--- src/rtl/booth_mul_pkg.sv ---
// Shared types and helpers for the Booth multiply arbiter.
// Latency: n/a (declarations only).
// Backpressure: n/a.
package booth_mul_pkg;

    localparam int BOOTH_WIDTH = 4;
    localparam int BOOTH_NREQ  = 4;

    typedef enum logic [1:0] {
        IDLE = 2'd0,
        RUN  = 2'd1,
        DONE = 2'd2
    } state_t;

    // Returns {found, index}: the first set request searching upward from last+1, with wrap.
    // Requests are packed into 8 bits so one function serves every legal NREQ.
    function automatic logic [3:0] rr_pick(input logic [7:0] req,
                                           input int       nreq,
                                           input logic [2:0] last);
        logic [3:0] r;
        int         idx;
        r = '0;
        // Walk from the farthest candidate to the nearest so the nearest one is left standing.
        for (int k = 8; k >= 1; k--) begin
            if (k <= nreq) begin
                idx = (int'(last) + k) % nreq;
                if (req[3'(idx)]) begin
                    r = {1'b1, 3'(idx)};
                end
            end
        end
        return r;
    endfunction

endpackage

--- src/rtl/booth_mul_seq.sv ---
// Iterative radix-2 Booth multiplier datapath: M, acc, Q, Q(-1) and step counter.
// Latency: WIDTH step cycles after load; product port shows the value after the current step.
// Backpressure: none; it only advances when step is asserted.
module booth_mul_seq #(
    parameter int WIDTH = 4
) (
    input  logic                 clk,
    input  logic                 rst_n,
    input  logic                 load,
    input  logic [WIDTH-1:0]     a,
    input  logic [WIDTH-1:0]     b,
    input  logic                 step,
    output logic                 done,
    output logic [2*WIDTH-1:0]   product
);

    localparam int CW = $clog2(WIDTH + 1);

    logic [WIDTH:0]   m_q;
    logic [WIDTH:0]   acc_q;
    logic [WIDTH-1:0] q_q;
    logic             qm1_q;
    logic [CW-1:0]    cnt_q;

    logic [WIDTH:0]   sum;
    logic [WIDTH:0]   acc_nxt;
    logic [WIDTH-1:0] q_nxt;

    // acc carries one guard bit so subtracting M = -2^(WIDTH-1) cannot overflow.
    always_comb begin
        case ({q_q[0], qm1_q})
            2'b01:   sum = acc_q + m_q;
            2'b10:   sum = acc_q - m_q;
            default: sum = acc_q;
        endcase
        acc_nxt = {sum[WIDTH], sum[WIDTH:1]};
        q_nxt   = {sum[0], q_q[WIDTH-1:1]};
        done    = step && (cnt_q == CW'(1));
        product = {acc_nxt[WIDTH-1:0], q_nxt};
    end

    always_ff @(posedge clk or negedge rst_n) begin
        if (!rst_n) begin
            m_q   <= '0;
            acc_q <= '0;
            q_q   <= '0;
            qm1_q <= 1'b0;
            cnt_q <= '0;
        end else if (load) begin
            m_q   <= {a[WIDTH-1], a};
            acc_q <= '0;
            q_q   <= b;
            qm1_q <= 1'b0;
            cnt_q <= CW'(WIDTH);
        end else if (step) begin
            acc_q <= acc_nxt;
            q_q   <= q_nxt;
            qm1_q <= q_q[0];
            cnt_q <= cnt_q - CW'(1);
        end
    end

endmodule

--- src/rtl/booth_mul_arbiter.sv ---
// Round-robin sharing of one Booth multiplier among NREQ requesters; optional BOOTH_MUL_ARB_ZERO_SKIP_EN.
// Latency: grant to rsp_valid is WIDTH+1 cycles (1 cycle for zero operands when the macro is defined).
// Backpressure: product held in DONE until rsp_ready; no requests accepted while a product is pending.
module booth_mul_arbiter
    import booth_mul_pkg::*;
#(
    parameter int WIDTH = BOOTH_WIDTH,
    parameter int NREQ  = BOOTH_NREQ,
    parameter int IDW   = $clog2(NREQ)
) (
    input  logic                    clk,
    input  logic                    rst_n,
    input  logic [NREQ-1:0]         req_valid,
    output logic [NREQ-1:0]         req_ready,
    input  logic [NREQ*WIDTH-1:0]   req_a,
    input  logic [NREQ*WIDTH-1:0]   req_b,
    output logic                    rsp_valid,
    input  logic                    rsp_ready,
    output logic [IDW-1:0]          rsp_id,
    output logic [2*WIDTH-1:0]      rsp_product
);

    state_t             state_q, state_d;
    logic [IDW-1:0]     last_grant_q;
    logic [IDW-1:0]     id_q;
    logic [IDW-1:0]     win_idx;
    logic               win_vld;
    logic [7:0]         req_ext;
    logic [2:0]         lg_ext;
    logic [3:0]         pick;
    logic [WIDTH-1:0]   grant_a;
    logic [WIDTH-1:0]   grant_b;
    logic               zero_op;
    logic               seq_load;
    logic               seq_step;
    logic               seq_done;
    logic [2*WIDTH-1:0] seq_product;

    always_comb begin
        req_ext              = '0;
        req_ext[NREQ-1:0]    = req_valid;
        lg_ext               = '0;
        lg_ext[IDW-1:0]      = last_grant_q;
        pick                 = rr_pick(req_ext, NREQ, lg_ext);
        win_vld              = pick[3];
        win_idx              = IDW'(pick[2:0]);
        grant_a              = '0;
        grant_b              = '0;
        for (int i = 0; i < NREQ; i++) begin
            if (win_idx == IDW'(i)) begin
                grant_a = req_a[i*WIDTH +: WIDTH];
                grant_b = req_b[i*WIDTH +: WIDTH];
            end
        end
`ifdef BOOTH_MUL_ARB_ZERO_SKIP_EN
        zero_op = (grant_a == '0) || (grant_b == '0);
`else
        zero_op = 1'b0;
`endif
    end

    always_ff @(posedge clk or negedge rst_n) begin
        if (!rst_n) begin
            state_q <= IDLE;
        end else begin
            state_q <= state_d;
        end
    end

    // req_ready is forced low while reset is held so a stalled requester never sees a grant.
    always_comb begin
        state_d   = state_q;
        seq_load  = 1'b0;
        seq_step  = 1'b0;
        req_ready = '0;
        case (state_q)
            IDLE: begin
                if (win_vld) begin
                    req_ready[win_idx] = rst_n;
                    seq_load           = 1'b1;
                    state_d            = zero_op ? DONE : RUN;
                end
            end
            RUN: begin
                seq_step = 1'b1;
                if (seq_done) begin
                    state_d = DONE;
                end
            end
            DONE: begin
                if (rsp_valid && rsp_ready) begin
                    state_d = IDLE;
                end
            end
            default: state_d = IDLE;
        endcase
    end

    always_ff @(posedge clk or negedge rst_n) begin
        if (!rst_n) begin
            last_grant_q <= IDW'(NREQ - 1);
            id_q         <= '0;
            rsp_valid    <= 1'b0;
            rsp_id       <= '0;
            rsp_product  <= '0;
        end else begin
            if (seq_load) begin
                last_grant_q <= win_idx;
                id_q         <= win_idx;
            end
            if (seq_load && zero_op) begin
                rsp_valid   <= 1'b1;
                rsp_id      <= win_idx;
                rsp_product <= '0;
            end else if (seq_done) begin
                rsp_valid   <= 1'b1;
                rsp_id      <= id_q;
                rsp_product <= seq_product;
            end else if (rsp_valid && rsp_ready) begin
                rsp_valid <= 1'b0;
            end
        end
    end

    booth_mul_seq #(
        .WIDTH (WIDTH)
    ) u_seq (
        .clk     (clk),
        .rst_n   (rst_n),
        .load    (seq_load),
        .a       (grant_a),
        .b       (grant_b),
        .step    (seq_step),
        .done    (seq_done),
        .product (seq_product)
    );

endmodule

--- config.mk ---
export PLATFORM = sky130hd
export DESIGN_NAME = booth_mul_arbiter
export DESIGN_NICKNAME = d
export VERILOG_FILES = /design/src/rtl/booth_mul_pkg.sv /design/src/rtl/booth_mul_seq.sv /design/src/rtl/booth_mul_arbiter.sv
export SDC_FILE = /design/constraint.sdc
export NUM_CORES = 1
export LEC_CHECK = 0
export BUFFER_PORTS_ARGS = -buffer_cell sky130_fd_sc_hd__buf_2
export CORE_MARGIN = 3
export CORE_UTILIZATION = 58
export CTS_CLUSTER_DIAMETER = 40
export CTS_CLUSTER_SIZE = 8
export DETAILED_ROUTE_END_ITERATION = 6
export PLACE_DENSITY = 0.85
export SLEW_MARGIN = 20
export SYNTH_ARGS = -nofsm -noshare
export SYNTH_HDL_FRONTEND = slang
export SYNTH_HIERARCHICAL = 1
export SYNTH_SLANG_ARGS = --single-unit
--- constraint.sdc ---
create_clock -name clk -period 7.5 [get_ports clk]
set_input_delay 0.375 -clock clk [delete_from_list [all_inputs] [get_ports clk]]
set_output_delay 0.375 -clock clk [all_outputs]
set_load 0.03 [all_outputs]
Word level (Yosys, flattened, before mapping)
Index checks and enable logic that the tools add are counted.
- multiplexer cells: 46
- bitwise logic cells: 5
- equal/unequal tests: 11
- order comparisons: 6
- $add $sub $neg: 7
- reductions and logical operators: 12
- operators by type and width (kind ; count):
    $mux 4 ; 16
    $lt 3x5->1 const B ; 4
    $mux 1 ; 16
    $bmux 1 s3 ; 4
    $mux 5 ; 2
    $pmux 5 s2 ; 1
    $eq 2x2->1 const B ; 4
    $reduce_or 2->1 ; 4
    $eq 2x1->1 const B ; 3
    $mux 2 ; 3
    $mux 3 ; 2
    $ne 2x2->1 const B ; 3
    $pmux 2 s3 ; 1
    $add 5x5->5 ; 1
    $sub 5x5->5 ; 1
    $add 2x1->2 const B ; 2
    $add 2x2->2 const B ; 2
    $and 1x1->1 const A ; 4
    $and 4x4->4 ; 1
    $logic_not 2->1 ; 2
    $reduce_bool 2->1 ; 2
    $eq 3x1->1 const B ; 1
    $logic_and 1x1->1 ; 3
    $lt 2x3->1 const B ; 1
    other kinds (4) ; 4
- word-level logic and storage cells: 98
- register bits after elaboration: 34

Longest topological paths before layout
Gate-level depths: netlist of run 1.
- word-level depth: 17
- mapped depth: 11

Modules after synthesis
Netlist of run 1, hierarchy kept.
- modules (own cells, without submodules) (module ; area an instance (µm²) ; cells an instance ; times used ; sequential area each (µm²)):
    booth_mul_arbiter ; 1291.2 ; 147 ; 1 ; 427.9
    booth_mul_seq ; 1036.0 ; 114 ; 1 ; 400.4

Least setup slack after synthesis of run 1
No wires, ideal clock.
- path kind: register to register
- start: reg u_seq.qm1_q
- end: reg rsp_product[7]
- period minus slack after synthesis: 2.384 ns
- cell stages (with the launch flop): 11
- arrival time: 2.259 ns
- setup slack: 5.116 ns
- data required time: 7.375 ns
- path buffers: 0
- cells stage by stage: dfrtp_1 -> inv_1 -> ha_1 -> mux2_2 -> fa_1 -> nand2b_1 -> a21oi_2 -> xnor2_1 -> nor2_1 -> xor2_1 -> mux2_2
- word-level cells in the longest chain between the ends: 2
- elaborated cells between the ends (all ways): 3
- those cells by class: eq/ne: 2; mux: 1
- ends and longest elaborated chain (what ; line ; RTL):
    from (decl) ; booth_mul_seq.sv:22 ; logic qm1_q;
    from (signal assigned) ; booth_mul_seq.sv:58 ; qm1_q <= q_q[0];
    $eq 2x2->1 / $eq 2x1->1 (equally long branches) ; booth_mul_seq.sv:31 ; case ({q_q[0], qm1_q})
    $pmux 5 s2 (*) ; booth_mul_seq.sv:31 ;
    named net seq_product[7] ; booth_mul_arbiter.sv:37 ; logic [2*WIDTH-1:0] seq_product;
    to (signal assigned) ; booth_mul_arbiter.sv:118 ; rsp_product <= seq_product;
    to (decl) ; booth_mul_arbiter.sv:20 ; output logic [2*WIDTH-1:0] rsp_product
The timed path passes the listed nets; every way through them passes the cells marked *.
A chain may end at the register's enable or synchronous reset.

Worst setup path in the final report of run 1
- start: reg state_q[0]
- end: out req_ready[1]
- word-level cells in the longest chain between the ends: 2
- ends and longest elaborated chain (what ; line ; RTL):
    from (decl) ; booth_mul_arbiter.sv:23 ; state_t state_q, state_d;
    from (signal assigned) ; booth_mul_arbiter.sv:66 ; state_q <= state_d;
    $logic_not 2->1 ; booth_mul_arbiter.sv:76 ; case (state_q)
    $mux 4 ; booth_mul_arbiter.sv:76 ;
    to (decl) ; booth_mul_arbiter.sv:14 ; output logic [NREQ-1:0] req_ready,
No other way between the ends.

==> results of run 1 <==
==> kinds of logic after synthesis <==
group,count (synthesis),synth area share (%)
DFF,33,35.6
muxes,23,11.3
buffers and inverters,45,8.06
adders and majority gates,9,5.16
AOI/OAI and AO/OA,84,24.8
and+or+nand+nor,60,12.4
xor gates and xnor gates,7,2.63
==> report_power, final <==
group,switching [mW],total (mW),internal [mW]
Sequential,0.0650,0.335,0.270
Clock,0.0615,0.136,0.0748
Combinational,0.439,0.765,0.326
Total,0.565,1.24,0.672
==> final cells by class <==
cell class,instances,area [µm²]
well taps,48,60.1
fillers,311,1110
multi-input cells,183,1310
repair buffers,54,273
flip-flops and latches,33,828
clock buffers,8,90.1
inverters,27,101
==> through the flow <==
stage	utilization (%)	power (mW)	hold WS (ns)	worst slack, ns
after global routing	70.6	1.35	0.199	4.52
after CTS	70.6	1.24	0.174	4.69
after floorplan	-	0.938	0.0794	5.12
after global placement	68.2	1.06	0.475	5.04
final	70.6	1.24	0.143	4.69
after detailed placement	68.2	1.08	0.475	4.93
==> per-layer routing <==
metal,vias to the layer above,part of all wire [%]
met4,0,0.73
li1,1023,-
met2,74,50
met3,5,6.1
met1,1000,43
met5,-,0
==> critical path: cells and delay by family, from the launching register on <==
kind / cells / cell delay [ns]
flops: 1 / 0.43
buf+inv: 2 / 0.82
simple gates: 3 / 0.91
==> registers in the layout, indices dropped and copies added (netlist names), 2 cells and up <==
signal / cells
rsp_id: 2
last_grant_q: 2
state_q: 2
u_seq/cnt_q: 3
u_seq/q_q: 4
u_seq/acc_q: 4
id_q: 2
rsp_product: 8
u_seq/m_q: 4
==> layout by cell type (no fill, tap or decap), drive strengths merged, types with 14 or more instances in the layout <==
cell and n:
nor2 17, o21ai 29, dfrtp 31, mux2 14
nand2 18, buf 54, inv 27, a211oi 16
==> final timing paths <==
kind	slack, ns	cells after the start	from	endpoint
hold reg to reg	0.50	1	rsp_id[0]	rsp_id[0]
setup / recovery	4.69	5	state_q[0]	req_ready[1]
hold / removal	0.14	1	rst_n	u_seq/m_q[3]
min in group clk	0.37	4	rsp_ready	state_q[1]
setup reg to reg	5.00	10	u_seq/qm1_q	rsp_product[7]
max in group asynchronous	6.89	1	rst_n	u_seq/q_q[2]
==> impl_table.tex, run 1 <==
\begin{tabular}{lr}
\hline
Metric & Value \\
\hline
\multicolumn{2}{l}{\textbf{Die}} \\
\quad Effective utilization at floorplan & between 60\% and 70\% \\
\quad Die area & just under 5000 µm² \\
\quad Top-Level Pins & 54 \\
\quad Placement Rows & 22 \\
\quad Core ar. & about 3800 µm² \\
\quad Die Height & between 60 and 70 µm \\
\quad Die span in x & 69.3 µm \\
\multicolumn{2}{l}{\textbf{Cells and area}} \\
\quad Fraction of final layout cells sized beyond drive strength 1 & between 20 and 30\% \\
\quad P\&R area growth vs syn & 14.5\% \\
\quad Antenna diodes & 0 \\
\quad Final non-filler cell area & 2660 µm² \\
\quad Number of cells in the finished layout apart from fillers & approximately 350 \\
\quad Total number of nets in the final design & about 350 \\
\multicolumn{2}{l}{\textbf{Logic synthesis}} \\
\quad Cell type with the largest total area after synthesis & dfrtp\_1 \\
\quad Fraction of synthesized cell area taken by the top area cell type & 33.3\% \\
\quad Number of warnings reported in the yosys synthesis log & 6 \\
\quad Post-synthesis net count & roughly 310 \\
\quad Post-synthesis instance area & 2330 µm² \\
\quad Top post-synthesis cells by area & dfrtp\_1 33\%, mux2\_2 6.3\%, o21ai\_0 6.0\%, a211oi\_1 5.2\%, inv\_1 4.4\% \\
\quad Distinct cell type count of the synthesized netlist & 45 \\
\quad Post-synthesis sequential element count & 33 \\
\quad Synth top cells by count & 31 x dfrtp\_1, 28 x o21ai\_0, 27 x inv\_1 \\
\quad Most used flip-flop cell after synthesis & dfrtp\_1 \\
\quad Asr flop ratio synth & 100\% \\
\quad Synthesized area divided by synthesized cell count & $\sim$9 µm² \\
\quad EDFF count, synth & 0 \\
\quad Cell with the most instances after synthesis & dfrtp\_1 \\
\quad Sequential-to-total area share from yosys stat & a little over a third \\
\quad Count of mapped cells out of synthesis & between 200 and 300 \\
\multicolumn{2}{l}{\textbf{Clocking}} \\
\quad \# clock sinks & 33 \\
\quad Count of cells resized by post-cts repair & 0 \\
\quad Quantity of hold-fixing buffers added after cts & 0 \\
\quad Maximum buffer depth of the clock tree & 2 \\
\quad Root Buffer & clkbuf\_8 \\
\quad Clock buffers created by TritonCTS & 5 \\
\quad Clock latency at the later pin of the worst-skew pair & roughly 0.28 ns \\
\quad Clock tree from TritonCTS & done \\
\quad Clock-pin transition on the worst setup and hold timing paths & around 0.070 ns \\
\quad Setup Fix Bufs, Post-CTS & 0 \\
\quad Deepest level of the CTS H-tree & 2 \\
\multicolumn{2}{l}{\textbf{STA}} \\
\quad Peak clock frequency supported by timing & roughly 360 MHz \\
\quad Number of hold violations in the final report & 0 \\
\quad Setup repair after global routing missed its margin & no \\
\quad Setup TNS & 0 ns \\
\quad Worst slew slack as a fraction of its limit & between 30\% and 40\% \\
\quad Tightest Pin Transition & 0.996 ns \\
\quad Crit share post-route & between 30 and 40\% \\
\quad Max-slew violations & 0 \\
\quad Final critical delay including setup and external delays & roughly 2.8 ns \\
\quad Final-report setup violation count & 0 \\
\quad Setup clock skew after layout & roughly 0.0052 ns \\
\multicolumn{2}{l}{\textbf{Power and ir drop}} \\
\quad Total power density per cell area & around 460 nW/µm² \\
\quad Max rail drop VDD & approximately 0.00024 V \\
\quad Static Leakage & around 1.3 nW \\
\multicolumn{2}{l}{\textbf{Placed design}} \\
\quad Input/output buffers & between 50 and 60 \\
\quad Post-placement cell area & 2570 µm² \\
\quad Dpl hpwl & roughly 3800 µm \\
\quad Final weighted congestion in routability-driven placement & slightly above 0.9 \\
\quad Cell count after placement & 345 \\
\multicolumn{2}{l}{\textbf{Run}} \\
\quad Number of max-cap violations & 0 \\
\multicolumn{2}{l}{\textbf{Global route}} \\
\quad GR Overflow Total & 0 \\
\quad Vias in the first global route & slightly below 2000 \\
\quad Global-route wire length before repair & around 8700 µm \\
\quad Global-route track usage on met3 & $\sim$5.8\% \\
\quad Met2 usage in global routing & a little over a third \\
\quad Antenna violations before repair & 0 \\
\quad Maximum number of pins on one net before global-route repair & 35 \\
\quad Met1 global-route usage & 29.3\% \\
\quad Tot GR Track Use & about 22\% \\
\quad Most used routing layer & met2 \\
\multicolumn{2}{l}{\textbf{Critical path}} \\
\quad Arr. time, crit path & around 2.4 ns \\
\quad Kind of capture point of the worst setup path & primary output \\
\quad Critical Path RT & 7.12 ns \\
\quad Worst-path cell with the longest stage delay & inv\_1 \\
\quad Max FO, Critical Path & 24 \\
\quad Slowest stage delay, CP & slightly below 0.6 ns \\
\quad Crit Path Category & register to primary output \\
\quad Cells traversed along the worst timing path & or3\_1 > inv\_1 > nand2\_1 > nor3\_1 > buf\_2 \\
\quad Critical path startpoint category & register \\
\multicolumn{2}{l}{\textbf{Route}} \\
\quad Post-detailed-route wirelength per cell & $\sim$15 µm \\
\quad Post-detailed-route count of antenna-violating nets & 0 \\
\quad Detailed-route wire length & a little over 5000 µm \\
\quad Vias post-DR & between 2000 and 2500 \\
\quad Post-detailed-route via-to-cell ratio & about 6 \\
\quad Total iterations of the first detailed-routing run & 5 \\
\quad Final routed DRC violation total & 0 \\
\quad First-iteration detailed-routing DRC count & 199 \\
\multicolumn{2}{l}{\textbf{Status}} \\
\quad Result of the run & complete, no violations \\
\multicolumn{2}{l}{\textbf{Min path}} \\
\quad Kind of path behind the tightest hold check & input port to async pin \\
\hline
\end{tabular}
Power figures use the tool's default switching activity.
==> inputs of run 2 (changes only) <==
Settings changed: CORE_UTILIZATION 58 to 54, PLACE_DENSITY 0.85 to 0.8.
Clock period 7.5 ns to 2.6 ns, I/O delays scaled along.
==> impl_table.tex, run 2 (synthesized netlist as in run 1, its figures left out) <==
\begin{tabular}{lr}
\hline
Metric & Value \\
\hline
\multicolumn{2}{l}{\textbf{Status}} \\
\quad Result of the run & complete, no violations \\
\multicolumn{2}{l}{\textbf{Power and ir drop}} \\
\quad Static Leakage & approximately 1.3 nW \\
\quad Max rail drop VDD & $\sim$0.00074 V \\
\quad Power, Total & approximately 3.7 mW \\
\quad Total power density per cell area & between 1000 and 1500 nW/µm² \\
\multicolumn{2}{l}{\textbf{Route}} \\
\quad Vias post-DR & 2103 \\
\quad Detailed-route wire length & 5440 µm \\
\quad Total iterations of the first detailed-routing run & 4 \\
\quad First-iteration detailed-routing DRC count & 139 \\
\quad Post-detailed-route wirelength per cell & around 15 µm \\
\quad Post-detailed-route via-to-cell ratio & approximately 5.8 \\
\quad Final routed DRC violation total & 0 \\
\quad Post-detailed-route count of antenna-violating nets & 0 \\
\multicolumn{2}{l}{\textbf{Die}} \\
\quad Top-Level Pins & 54 \\
\quad Core ar. & 4090 µm² \\
\quad Die Height & approximately 72 µm \\
\quad Die span in x & between 70 and 80 µm \\
\quad Effective utilization at floorplan & 57.0\% \\
\quad Die area & approximately 5100 µm² \\
\quad Placement Rows & 23 \\
\multicolumn{2}{l}{\textbf{Critical path}} \\
\quad Cells traversed along the worst timing path & inv\_1 > ha\_1 > mux2\_2 > fa\_2 > nand2b\_1 > a21oi\_2 > xnor2\_2 > nor2\_1 > xor2\_1 > mux2\_2 \\
\quad Kind of capture point of the worst setup path & register \\
\quad CP Depth & 10 \\
\quad Crit Path Category & register to register \\
\quad Cell class contributing the biggest share of worst-path delay & adder cells \\
\quad Origin of the worst setup path & u\_seq/m\_q[0] \\
\quad Critical path startpoint category & register \\
\quad Max FO, Critical Path & 3 \\
\quad Worst-path cell with the longest stage delay & dfrtp\_1 \\
\quad Critical Path RT & 2.77 ns \\
\quad Slowest stage delay, CP & roughly 0.37 ns \\
\quad Cell repeated most along the worst path & mux2\_2 \\
\quad Critical R2R Launch & u\_seq/m\_q[0] \\
\quad Reg2reg path depth & 10 \\
\quad Buffers plus inverters on the worst setup path & 1 \\
\quad Arr. time, crit path & roughly 2.6 ns \\
\multicolumn{2}{l}{\textbf{Placed design}} \\
\quad Final weighted congestion in routability-driven placement & a little over 0.8 \\
\quad Input/output buffers & 53 \\
\quad Pre-CTS worst setup slack & roughly 0.054 ns \\
\quad Dpl hpwl & 4140 µm \\
\multicolumn{2}{l}{\textbf{Cells and area}} \\
\quad Fill cell instance count of the final layout & 341 \\
\quad Total number of nets in the final design & approximately 360 \\
\quad P\&R area growth vs syn & 17.6\% \\
\quad Most common library cell in the layout ignoring fill and taps & buf\_2 \\
\quad Fraction of final layout cells sized beyond drive strength 1 & a little under a third \\
\quad Antenna diodes & 0 \\
\quad Footprint of the multi-input gates & 1330 µm² \\
\quad Leading cell types in the layout, fill and taps excluded & 53 x buf\_2, 31 x dfrtp\_1, 28 x o21ai\_0, 27 x inv\_1, 18 x nand2\_1 \\
\quad Max reg flops & 8 \\
\quad Most flops, register & rsp\_product \\
\quad Area taken by flip-flops and latches & between 800 and 900 µm² \\
\multicolumn{2}{l}{\textbf{STA}} \\
\quad Final-report setup violation count & 0 \\
\quad Max-slew violations & 0 \\
\quad Final critical delay including setup and external delays & between 2 and 2.5 ns \\
\quad Setup TNS & 0 ns \\
\quad Crit share post-route & between 90\% and 100\% \\
\quad Number of hold violations in the final report & 0 \\
\quad Setup repair after global routing missed its margin & no \\
\quad Peak clock frequency supported by timing & $\sim$410 MHz \\
\quad Setup clock skew after layout & roughly 0.0052 ns \\
\quad Final setup margin & 0.151 ns \\
\quad Tightest Pin Transition & 0.640 ns \\
\quad Worst slew slack as a fraction of its limit & 56.2\% \\
\multicolumn{2}{l}{\textbf{Clocking}} \\
\quad Clock buffers created by TritonCTS & 5 \\
\quad Deepest level of the CTS H-tree & 2 \\
\quad Maximum buffer depth of the clock tree & 2 \\
\quad \# clock sinks & 33 \\
\quad Root Buffer & clkbuf\_8 \\
\quad Clock-pin transition on the worst setup and hold timing paths & approximately 0.070 ns \\
\quad Clock latency at the later pin of the worst-skew pair & 0.28 ns \\
\quad Clock tree from TritonCTS & done \\
\multicolumn{2}{l}{\textbf{Min path}} \\
\quad Kind of path behind the tightest hold check & input port to register \\
\quad Worst Hold Depth & 3 \\
\quad Launch instance of the worst min-delay path & rsp\_ready \\
\multicolumn{2}{l}{\textbf{Run}} \\
\quad Number of max-cap violations & 0 \\
\multicolumn{2}{l}{\textbf{Global route}} \\
\quad Tot GR Track Use & around 23\% \\
\quad Maximum number of pins on one net before global-route repair & 34 \\
\quad GR Overflow Total & 0 \\
\quad Vias in the first global route & between 2000 and 2500 \\
\quad Antenna violations before repair & 0 \\
\quad Global-route wire length before repair & 9230 µm \\
\hline
\end{tabular}
-- run 2: what timing repair did --
action,4_1_cts,5_1_grt
endpoints found under the setup margin,0,1
gates resized for setup,0,4
hold buffers,1,0
buffers inserted,0,1
endpoints found under the hold margin,31,0
-- run 2: path summary, 6_finish.rpt --
path | end | slack (ns)
max in group asynchronous | last_grant_q[1] | 1.81
min in group asynchronous | u_seq/cnt_q[2] | 0.46
setup reg to reg | rsp_product[7] | 0.15
hold reg to reg | state_q[0] | 0.48
hold / removal | rsp_valid | 0.12
setup / recovery | rsp_product[7] | 0.15
-- run 2: routing by layer --
| metal | track usage, % | vias to the layer above | wire [µm] |
|---|---|---|---|
| li1 | - | 1034 | - |
| met1 | 30.7 | 980 | 2440 |
| met2 | 35.6 | 79 | 2590 |
| met3 | 4.49 | 10 | 325 |
| met4 | 9.60 | 0 | 87 |
| met5 | 0 | - | 0 |
-- run 2: area by class of cell --
type	instances	area share [%]
repair buffers	61	12.0
well taps	50	2.29
clock inverters	2	0.366
multi-input cells	183	48.7
flip-flops and latches	33	30.3
inverters	27	3.70
clock buffers	6	2.65
-- run 2: stage by stage --
stage / instance area [µm²] / instances / util, % / hold WS, ns
4_1_cts: 2710 / 361 / 66.2 / 0.104
3_5_place_dp: 2610 / 352 / 64.0 / 0.221
5_1_grt: 2740 / 362 / 67.0 / 0.131
3_3_place_gp: 2610 / 352 / 64.0 / 0.225
6_report: 2740 / 362 / 67.0 / 0.118
2_1_floorplan: 2330 / 261 / - / -0.166
-- run 2: power by group --
part	switching [mW]	internal [mW]	total (mW)	leakage [nW]
logic	1.32	1.03	2.35	0.897
clock network	0.181	0.185	0.366	0.0450
registers	0.188	0.780	0.968	0.400
-- run 2: worst register-to-register path: stages, from the launching register on --
cell      delay [ns]
dfrtp_1         0.37
inv_1           0.07
ha_1            0.29
mux2_2          0.29
fa_2            0.37
nand2b_1        0.16
a21oi_2         0.18
xnor2_2         0.15
nor2_1          0.08
xor2_1          0.14
mux2_2          0.26
==> inputs of run 3 (changes only) <==
Settings changed: CELL_PAD_IN_SITES_DETAIL_PLACEMENT set to 1, CELL_PAD_IN_SITES_GLOBAL_PLACEMENT set to 2, CORE_MARGIN 3 to 1.5, CORE_UTILIZATION 54 to 32, PLACE_DENSITY 0.8 to unset, PLACE_DENSITY_LB_ADDON set to 0.1.
==> impl_table.tex, run 3 (synthesized netlist as in run 1, its figures left out) <==
\begin{tabular}{lr}
\hline
Metric & Value \\
\hline
\multicolumn{2}{l}{\textbf{Status}} \\
\quad Result of the run & complete, no violations \\
\multicolumn{2}{l}{\textbf{Die}} \\
\quad Core ar. & between 6000 and 7000 µm² \\
\quad Die Height & approximately 88 µm \\
\quad Die area & between 7000 and 8000 µm² \\
\quad Die span in x & about 88 µm \\
\quad Top-Level Pins & 54 \\
\quad Placement Rows & 30 \\
\quad Effective utilization at floorplan & between 30\% and 40\% \\
\multicolumn{2}{l}{\textbf{Power and ir drop}} \\
\quad Total power density per cell area & approximately 1300 nW/µm² \\
\quad Static Leakage & between 1 and 1.5 nW \\
\quad Max rail drop VDD & 0.000567 V \\
\quad Power, Total & about 3.8 mW \\
\multicolumn{2}{l}{\textbf{Placed design}} \\
\quad Dpl hpwl & 4730 µm \\
\quad Final weighted congestion in routability-driven placement & 0.748 \\
\quad Input/output buffers & 53 \\
\quad Post-placement cell area & 2680 µm² \\
\multicolumn{2}{l}{\textbf{Critical path}} \\
\quad Worst-path cell with the longest stage delay & dfrtp\_1 \\
\quad Max FO, Critical Path & 3 \\
\quad Cells traversed along the worst timing path & inv\_1 > ha\_1 > mux2\_2 > fa\_2 > nand2b\_1 > a21oi\_2 > xnor2\_2 > nor2\_1 > xor2\_1 > mux2\_2 \\
\quad Arr. time, crit path & between 2 and 3 ns \\
\quad Termination of the worst setup path & rsp\_product[7] \\
\quad Critical R2R Launch & u\_seq/m\_q[0] \\
\quad Kind of capture point of the worst setup path & register \\
\quad Slowest stage delay, CP & 0.38 ns \\
\quad Critical Path RT & 2.77 ns \\
\quad Critical path startpoint category & register \\
\quad R2R Path End & rsp\_product[7] \\
\quad Register-to-Register Setup Slack & between 0.15 and 0.2 ns \\
\quad Crit Path Category & register to register \\
\quad Origin of the worst setup path & u\_seq/m\_q[0] \\
\quad Reg2reg path depth & 10 \\
\quad Cell repeated most along the worst path & mux2\_2 \\
\multicolumn{2}{l}{\textbf{Route}} \\
\quad Detailed-route wire length & 6220 µm \\
\quad Total iterations of the first detailed-routing run & 4 \\
\quad Vias post-DR & 2090 \\
\quad Post-detailed-route count of antenna-violating nets & 0 \\
\quad Final routed DRC violation total & 0 \\
\quad First-iteration detailed-routing DRC count & 56 \\
\quad Post-detailed-route via-to-cell ratio & between 5 and 6 \\
\quad Post-detailed-route wirelength per cell & 15.2 µm \\
\multicolumn{2}{l}{\textbf{STA}} \\
\quad Setup clock skew after layout & 0.00861 ns \\
\quad Setup TNS & 0 ns \\
\quad Final-report setup violation count & 0 \\
\quad Final critical delay including setup and external delays & between 2 and 2.5 ns \\
\quad Tightest Pin Transition & 0.676 ns \\
\quad Worst slew slack as a fraction of its limit & between 50\% and 60\% \\
\quad Number of hold violations in the final report & 0 \\
\quad Peak clock frequency supported by timing & roughly 410 MHz \\
\quad Max-slew violations & 0 \\
\quad Setup repair after global routing missed its margin & no \\
\quad Crit share post-route & a little over nine tenths \\
\quad Worst slack on hold paths & roughly 0.12 ns \\
\multicolumn{2}{l}{\textbf{Clocking}} \\
\quad Clock latency at the later pin of the worst-skew pair & roughly 0.28 ns \\
\quad \# clock sinks & 33 \\
\quad Maximum buffer depth of the clock tree & 2 \\
\quad Clock tree from TritonCTS & done \\
\quad Clock buffers created by TritonCTS & 5 \\
\quad Deepest level of the CTS H-tree & 2 \\
\quad Root Buffer & clkbuf\_8 \\
\quad Clock-pin transition on the worst setup and hold timing paths & 0.08 ns \\
\multicolumn{2}{l}{\textbf{Global route}} \\
\quad GR Overflow Total & 0 \\
\quad Antenna violations before repair & 0 \\
\quad Vias in the first global route & approximately 2300 \\
\quad Tot GR Track Use & $\sim$17\% \\
\quad Global-route wire length before repair & approximately 11000 µm \\
\quad Maximum number of pins on one net before global-route repair & 34 \\
\multicolumn{2}{l}{\textbf{Cells and area}} \\
\quad Max reg flops & 8 \\
\quad Leading cell types in the layout, fill and taps excluded & 53 x buf\_2, 31 x dfrtp\_1, 28 x o21ai\_0, 27 x inv\_1, 18 x nand2\_1 \\
\quad Final non-filler cell area & $\sim$2800 µm² \\
\quad P\&R area growth vs syn & 22.0\% \\
\quad Most flops, register & rsp\_product \\
\quad Fraction of final layout cells sized beyond drive strength 1 & 30.7\% \\
\quad Most common library cell in the layout ignoring fill and taps & buf\_2 \\
\quad Antenna diodes & 0 \\
\quad Total number of nets in the final design & 360 \\
\multicolumn{2}{l}{\textbf{Min path}} \\
\quad Kind of path behind the tightest hold check & input port to register \\
\multicolumn{2}{l}{\textbf{Run}} \\
\quad Number of max-cap violations & 0 \\
\hline
\end{tabular}
-- run 3: worst min-delay path by stage --
stage                   start           end  depth (start not counted)
finish              rsp_ready     rsp_valid                          3
global route        rsp_ready     rsp_valid                          3
global placement        rst_n  u_seq/m_q[3]                          2
CTS                 rsp_ready     rsp_valid                          3
floorplan               rst_n       id_q[0]                          0
detailed placement      rst_n  u_seq/m_q[3]                          2
-- run 3: critical path, delay by kind of cell, from the launching register on --
family / cells / cell delay [ns]
AOI/OAI and AO/OA: 1 / 0.18
muxes: 2 / 0.55
and+or+nand+nor: 2 / 0.24
adders and majority gates: 2 / 0.64
DFF: 1 / 0.38
xor gates and xnor gates: 2 / 0.27
buffers and inverters: 1 / 0.07
-- run 3: metal layers --
metal / wire (µm) / vias up / share of wire (%) / global-route usage, %
met2: 2730 / 36 / 44 / 27.9
met3: 198 / 4 / 3.2 / 2.43
met5: 0 / - / 0 / 0
met1: 3250 / 1014 / 52 / 25.3
met4: 42 / 0 / 0.68 / 3.69
li1: - / 1036 / - / -
-- run 3: layout make-up --
| class | instances | area, µm² |
|---|---|---|
| clock inverter | 2 | 37.5 |
| tap | 96 | 120 |
| multi-input combinational | 183 | 1330 |
| timing repair buffer | 62 | 335 |
| sequential | 33 | 828 |
| inverter | 27 | 101 |
| fill | 865 | 4070 |
| clock buffer | 6 | 82.6 |
-- run 3: repair_timing --
action                     CTS  global route
hold endpoints to repair    31             0
setup buffers                0             1
setup endpoints to repair    0             2
hold buffers                 1             0
resized for setup            0             4
-- run 3: stage by stage --
stage / util (%) / instances / setup slack, ns
global route: 41.1 / 409 / 0.0153
global placement: 38.8 / 399 / 0.118
floorplan: - / 261 / 0.216
finish: 41.1 / 409 / 0.155
CTS: 40.7 / 408 / 0.0482
detailed placement: 38.8 / 399 / 0.0720
-- run 3: where the power goes --
group	internal, mW	switching [mW]	total [mW]
registers	0.779	0.198	0.977
logic	1.03	1.31	2.34
clock network	0.312	0.200	0.512
